[src/rtl/encoder32_5_pkg.sv]
// encoder32_5_pkg
// Shared definitions for the sequential 32-to-5 priority encoder:
//   - line count and code width
//   - slice geometry used by the group-select stage
//   - FSM state encoding
//   - a one-hot helper that builds the pending-clear vector
package encoder32_5_pkg;

    localparam int NLINES  = 32;
    localparam int CODE_W  = 5;
    localparam int GROUP_W = 8;
    localparam int NGROUPS = NLINES / GROUP_W;
    localparam int SUB_W   = 3;

    typedef enum logic {
        IDLE    = 1'b0,
        PRESENT = 1'b1
    } state_t;

    // Single set bit at position idx; used to retire the presented line.
    function automatic logic [NLINES-1:0] onehot(input logic [CODE_W-1:0] idx);
        logic [NLINES-1:0] v;
        v      = '0;
        v[idx] = 1'b1;
        return v;
    endfunction

endpackage

[src/rtl/encoder32_5_prio8_3.sv]
// prio8_3
// Purely combinational 8-to-3 priority encoder. Bit 7 has the highest
// priority. Four copies cover the 32 pending lines in the top level.
// Ports:
//   req    in  8  active-high request slice
//   code   out 3  index of the highest set bit (0 when none set)
//   active out 1  at least one bit of req is set
module prio8_3
    import encoder32_5_pkg::*;
(
    input  logic [GROUP_W-1:0] req,
    output logic [SUB_W-1:0]   code,
    output logic               active
);

    // Ascending scan: the last (highest) set bit overwrites earlier ones.
    always_comb begin
        code = '0;
        for (int i = 0; i < GROUP_W; i++) begin
            if (req[i]) begin
                code = SUB_W'(i);
            end
        end
    end

    assign active = |req;

endmodule

[src/rtl/encoder32_5.sv]
// encoder32_5
// Sequential 32-to-5 priority encoder. Active-low request lines are
// captured into a sticky pending register; the highest-numbered pending
// line is presented as a 5-bit code under a VALID/ACK handshake. While a
// code is presented it is frozen, even if higher requests arrive.
// Ports:
//   clk    in  1   rising-edge clock
//   rst    in  1   synchronous active-high reset
//   E_L    in  1   active-low capture enable (1 blocks new captures only)
//   I_L    in  32  active-low request lines, I_L[i]=0 requests index i
//   ACK    in  1   consumer accepts the presented code (ignored unless VALID)
//   A      out 5   presented code, registered
//   VALID  out 1   A holds a pending index, registered
//   GS_L   out 1   active-low "something pending", registered from next pending
module encoder32_5
    import encoder32_5_pkg::*;
(
    input  logic              clk,
    input  logic              rst,
    input  logic              E_L,
    input  logic [NLINES-1:0] I_L,
    input  logic              ACK,
    output logic [CODE_W-1:0] A,
    output logic              VALID,
    output logic              GS_L
);

    logic [NLINES-1:0] pending;
    logic [NLINES-1:0] pending_nxt;
    logic [NLINES-1:0] clr;
    logic [NLINES-1:0] set;
    logic              ack_take;

    state_t            state;
    state_t            state_nxt;
    logic [CODE_W-1:0] a_nxt;
    logic              valid_nxt;

    logic [SUB_W-1:0]   sub_code [NGROUPS];
    logic [NGROUPS-1:0] grp_act;
    logic [CODE_W-1:0]  code;

    // Per-slice priority encoders over the registered pending vector.
    for (genvar g = 0; g < NGROUPS; g++) begin : g_slice
        prio8_3 u_prio (
            .req    (pending[g*GROUP_W +: GROUP_W]),
            .code   (sub_code[g]),
            .active (grp_act[g])
        );
    end

    // Group select: highest active slice wins; its index forms the top bits.
    always_comb begin
        code = '0;
        for (int s = 0; s < NGROUPS; s++) begin
            if (grp_act[s]) begin
                code = {(CODE_W-SUB_W)'(s), sub_code[s]};
            end
        end
    end

    // Capture / retire. Set is OR-ed after the clear so a line held low
    // during its own ACK re-pends immediately.
    assign ack_take    = (state == PRESENT) && ACK;
    assign clr         = ack_take ? onehot(A) : '0;
    assign set         = ~I_L & {NLINES{~E_L}};
    assign pending_nxt = (pending & ~clr) | set;

    // Handshake FSM: latch a code in IDLE, hold it in PRESENT until ACK.
    always_comb begin
        state_nxt = state;
        a_nxt     = A;
        valid_nxt = VALID;
        case (state)
            IDLE: begin
                if (|pending) begin
                    a_nxt     = code;
                    valid_nxt = 1'b1;
                    state_nxt = PRESENT;
                end
            end
            PRESENT: begin
                if (ACK) begin
                    valid_nxt = 1'b0;
                    state_nxt = IDLE;
                end
            end
            default: begin
                state_nxt = IDLE;
                valid_nxt = 1'b0;
            end
        endcase
    end

    // Register stage: pending, FSM state and all outputs.
    always_ff @(posedge clk) begin
        if (rst) begin
            pending <= '0;
            state   <= IDLE;
            A       <= '0;
            VALID   <= 1'b0;
            GS_L    <= 1'b1;
        end else begin
            pending <= pending_nxt;
            state   <= state_nxt;
            A       <= a_nxt;
            VALID   <= valid_nxt;
            GS_L    <= ~|pending_nxt;
        end
    end

endmodule

[config.mk]
export PLATFORM = sky130hd
export DESIGN_NAME = encoder32_5
export DESIGN_NICKNAME = d
export VERILOG_FILES = /design/src/rtl/encoder32_5_pkg.sv /design/src/rtl/encoder32_5_prio8_3.sv /design/src/rtl/encoder32_5.sv
export SDC_FILE = /design/constraint.sdc
export NUM_CORES = 1
export LEC_CHECK = 0
export CORE_ASPECT_RATIO = 0.5
export CORE_MARGIN = 2
export CORE_UTILIZATION = 50
export DETAILED_ROUTE_END_ITERATION = 8
export PLACE_DENSITY = 0.79
export SLEW_MARGIN = 30
export SYNTH_ARGS = -nofsm -noshare
export SYNTH_HDL_FRONTEND = slang
export SYNTH_SLANG_ARGS = --single-unit
[constraint.sdc]
create_clock -name clk -period 5.4 [get_ports clk]
set_clock_uncertainty 0.05 [all_clocks]
set_input_delay 1.08 -clock clk [delete_from_list [all_inputs] [get_ports clk]]
set_output_delay 1.08 -clock clk [all_outputs]
set_load 0.05 [all_outputs]
Word level (Yosys, flattened, before mapping)
Cells that the tools add are included.
{"block": "totals", "reg_bits": 40, "in_bits": 36, "word_cells": 68, "out_inout_bits": 7}
{"block": "op_classes", "n_lt_le_gt_ge": 2, "reduce_logical": 11, "mux": 41, "eq_ne": 2, "bitwise_logic": 7}
{"operator": "$and A32 B32 Y32", "n": 2}
{"operator": "$not A32 Y32", "n": 2}
{"operator": "$reduce_or A32 Y1", "n": 2}
{"operator": "$mux W3", "n": 17}
{"operator": "$mux W32", "n": 1}
{"operator": "$or A32 B32 Y32", "n": 1}
{"operator": "$reduce_or A8 Y1", "n": 4}
{"operator": "$mux W2", "n": 8}
{"operator": "$mux W5", "n": 2}
{"operator": "$mux W1", "n": 9}
{"operator": "$lt A5 B6 Y1 const B", "n": 1}
{"operator": "$demux W1 S5", "n": 1}
{"operator": "$ge A5 B1 Y1 const B", "n": 1}
{"operator": "$mux W4", "n": 1}
{"operator": "$ne A2 B2 Y1 const B", "n": 2}
{"operator": "$pmux W1 S2", "n": 2}
{"operator": "$reduce_and A2 Y1", "n": 2}
{"operator": "$logic_and A1 B1 Y1", "n": 2}
{"operator": "$not A1 Y1", "n": 2}
{"operator": "$logic_not A1 Y1", "n": 1}

Longest topological paths before layout
{"block": "logic_depth", "word_depth": 11, "ltp_mapped": 7, "mapped_depth_nobuf": 6}

By module
A second synthesis with hierarchy kept.
{"block": "hier_totals", "cells_unflattened": 276, "area_unflattened_um2": 2165.8}
{"module": "encoder32_5", "cells_each": 228, "seq_area_each_um2": 800.8, "area_each_um2": 1900.6, "instances": 1}
{"module": "prio8_3", "cells_each": 12, "seq_area_each_um2": 0.0, "area_each_um2": 66.3, "instances": 4}

Worst setup path after synthesis
OpenSTA, ideal clock, no wires.
{"block": "synth_path", "kind": "input -> register", "startpoint": "in ACK", "endpoint": "reg GS_L", "path_stages": 6, "setup_time_ps": 101, "required_ps": 5249, "arrival_time_ps": 2232, "path_slack_ps": 3017, "n_path_buf": 0, "cell_sequence": "nand4b_1 > o21ai_1 > o21a_1 > and4_1 > nand4bb_1 > o41ai_1"}
{"block": "synth_via", "elab_chain_cells": 7}
{"item": "start: declaration", "line": "encoder32_5.sv:22", "source": "input logic ACK,"}
{"item": "$logic_and A1 B1 Y1", "line": "encoder32_5.sv:64", "source": "assign ack_take = (state == PRESENT) && ACK;"}
{"item": "$mux W32", "line": "encoder32_5.sv:65", "source": "assign clr = ack_take ? onehot(A) : '0;"}
{"item": "$not A32 Y32", "line": "encoder32_5.sv:67", "source": "assign pending_nxt = (pending & ~clr) | set;"}
{"item": "$and A32 B32 Y32", "line": "encoder32_5.sv:67"}
{"item": "$or A32 B32 Y32", "line": "encoder32_5.sv:67"}
{"item": "$reduce_or A32 Y1", "line": "encoder32_5.sv:108", "source": "GS_L <= ~|pending_nxt;"}
{"item": "$logic_not A1 Y1", "line": "encoder32_5.sv:108"}
{"item": "end signal: assignment", "line": "encoder32_5.sv:108"}
{"item": "end: declaration", "line": "encoder32_5.sv:25", "source": "output logic GS_L"}
Every way passes these cells.
A chain may end at the register's enable or synchronous reset.

Worst setup path after layout
Ends and elaborated chain as after synthesis.

==> results.tsv <==
stage	metric	value	unit
run_status	status	finished clean	
global_route	grt-ovfl-total	0	
worst_setup_path	crit_arrival	3.35	ns
cells_and_area	syn_to_final_growth	26.45	%
die	rows	16	
clocking	hold_buffers	0	
clocking	cts_resized	0	
sta	post-route-period-util	59.28	%
yosys	synth_fp_nets	285	
sta	setup_tns	0	ns
yosys	synth_largest_area_cell	dfxtp_1	
die	pin_count	43	
cells_and_area	fill_cells	354	
worst_setup_path	worstPathRequired	5.55	ns
power_and_ir_drop	leakagePower	0.0009236	uW
cells_and_area	final_cell_mix	nor2_1, clkdlybuf4s50_1, dfxtp_1	
worst_setup_path	crit_chain	clkdlybuf4s50_1 > nand4b_1 > o21ai_0 > o21ai_0 > nor4b_1 > nand4_1 > o41ai_1	
flow_run	maxCapViolCount	0	
sta	rsz0062_at_grt	false	
cells_and_area	final_util	66.19	%
worst_setup_path	r2r_slack	2.94	ns
global_route	globalRouteTotalUtil	26.20	%
min_path	hold_class	reg -> reg	
worst_setup_path	crit_start	ACK	
worst_setup_path	worst-path-max-fanout	8	
yosys	synth_top_area_share	39.19	%
clocking	htree_levels	2	
clocking	root_buffer	clkbuf_8	
yosys	ys_warn_count	0	
power_and_ir_drop	peakVddDrop	133.2	uV
global_route	grt_pass1_wl	9315	um
min_path	holdCritStartpoint	VALID	
detailed_routing	vias	2089	
sta	tightest_slew	0.8218	ns
sta	maxSlewHeadroom	44.71	%
yosys	syn_area	2043	um^2
place	dp.cells	337	
place	port_buffers	42	
detailed_routing	wirelength	5775	um
die	die_area	4645	um^2
yosys	ys_ff_latch	40	
detailed_routing	postRouteAntennaNets	0	
yosys	synth_cells	249	
yosys	synth_area_leaders	dfxtp_1, o21a_1, nor2_1, o21ai_0, o21ai_1	
detailed_routing	met2RoutedLength	2468	um
global_route	grt_max_degree	34	
power_and_ir_drop	power_density	280.9	nW/um^2
clocking	cts.reportedPaths.clkPinSlew	0.08	ns
global_route	grt_antenna_before_repair	1	
die	die-width	94.41	um
worst_setup_path	critPathTopFamily	simple AND/OR/NAND/NOR gates	
clocking	post_cts_buffers	0	
cells_and_area	drive_above_1_share	6.186	%
global_route	grt_pass1_vias	1932	
place	dp_hpwl	4037	um
worst_setup_path	cpMaxStageDelayCell	clkdlybuf4s50_1	
worst_setup_path	start_kind	primary input	
detailed_routing	drc	0	
detailed_routing	drt_pass1_iterations	5	
die	core	3904	um^2
detailed_routing	route.met3.wl	628	um
worst_setup_path	path_buf_inv	1	
clocking	cts_tree	yes	
place	place_ws	1.915	ns
clocking	clkLatencyLatePin	0.29	ns
power_and_ir_drop	finalPower	725.9	uW
place	place_congestion	0.8886	
yosys	ys_types	45	
detailed_routing	wl_met1	2621	um
detailed_routing	avgRoutedWirePerCell	16.69	um
detailed_routing	topRoutingLayerUsed	met4	
cells_and_area	final_nets	326	
sta	fin_ws	2.199	ns
sta	hold_viol	0	
detailed_routing	drt-initial-drc-count	129	
yosys	synth_area_per_cell	8.206	um^2
clocking	cts.sinks	40	
yosys	ys_seq_area_share	39.19	%
sta	clock.fmax	0.3124	GHz
clocking	cts.path.max_buffers	2	
cells_and_area	final_common_cell	nor2_1	
clocking	numCtsBuffers	5	
die	die_height	49.20	um
worst_setup_path	max_stage_delay	0.54	ns
cells_and_area	instances_no_fill	346	
worst_setup_path	r2r_start	state	
worst_setup_path	endpoint_kind	flop	
worst_setup_path	crit_top_cell	o21ai_0	
sta	drv_slew	0	
sta	period_needed	3.201	ns
sta	final-setup-viol-count	0	
worst_setup_path	criticalPathCategory	in -> reg	
detailed_routing	viasPerCell	6.038	
die	start_util	52.34	%
-- synthesized netlist by cell type --
cell,number
o21ai_1,19
or2_4,1
dfxtp_1,40
o21a_1,27
nand3_1,3
o41ai_1,2
nor4_2,1
nor2_1,44
inv_1,7
a2111oi_0,1
nand2b_1,3
nand4b_1,2
a221oi_1,1
o221ai_1,1
or3b_1,3
and2_1,4
and4_1,2
o211a_1,2
o21ai_0,22
nand4_1,6
clkbuf_1,6
nor3_1,3
nor4_1,5
a21oi_1,12
nand3b_1,3
o211ai_2,1
o31ai_1,1
nand4bb_1,2
o311a_1,1
or4_1,1
and2_2,1
buf_2,2
nor2_4,1
or3_1,2
buf_6,2
a31oi_1,2
nand2_1,2
nor4_4,1
nand2_4,1
nor2b_1,1
or4_4,2
or2_2,1
nor4b_1,1
o21bai_1,3
and3_1,1
-- layout make-up --
class	instances	area, um^2	share of cell area (%)
Antenna cell	1	2.502	0.09685
Sequential cell	40	800.8	30.99
Inverter	7	26.28	1.017
Multi-Input combinational cell	192	1161	44.94
Timing Repair Buffer	44	435.4	16.85
Tap cell	54	67.56	2.615
Clock buffer	8	90.09	3.487
-- where the power goes --
group | leakage [uW] | switching (uW) | internal (uW)
Clock | 0.0000455 | 106 | 104
Sequential | 0.000332 | 28.7 | 317
Combinational | 0.000546 | 89.8 | 80.4
-- path summary, 6_finish.rpt --
kind	end	depth (start not counted)
worst max-delay path	GS_L	7
worst max register to register	GS_L	6
worst min-delay path	VALID	2
worst min register to register	VALID	2
-- kinds of logic (layout without fill, tap and decap cells) --
logic type | count (synthesis) | in the layout | synth area share [%]
AND/OR/NAND/NOR | 97 | 97 | 27.62
AO/OA/AOI/OAI | 95 | 95 | 29.21
flip-flops | 40 | 40 | 39.19
buffers and inverters | 17 | 59 | 3.981
other | 0 | 1 | 0
-- sequential cells by signal (all words and copies together) (netlist names) --
signal and flops:
A 5, state 1, pending 32, VALID 1, GS_L 1
-- stage by stage --
step	hold WS [ns]	cell area, um^2
2_1_floorplan	0.4539	2043
3_3_place_gp	0.4213	2491
3_5_place_dp	0.4296	2491
4_1_cts	0.4470	2581
5_1_grt	0.5000	2581
6_report	0.4371	2584
-- worst min-delay path, cell delays in order (launching register included) --
cell     delay [ns]
dfxtp_1        0.33
a21oi_1        0.06
nor2_1         0.07
-- metal layers --
metal / vias to the layer above / global-route usage [%]
met5: - / 0
met4: 0 / 7.729
met3: 9 / 7.728
met2: 117 / 39.40
met1: 960 / 36.47
li1: 1003 / -
Note: power is estimated with default switching activity, not from simulation.
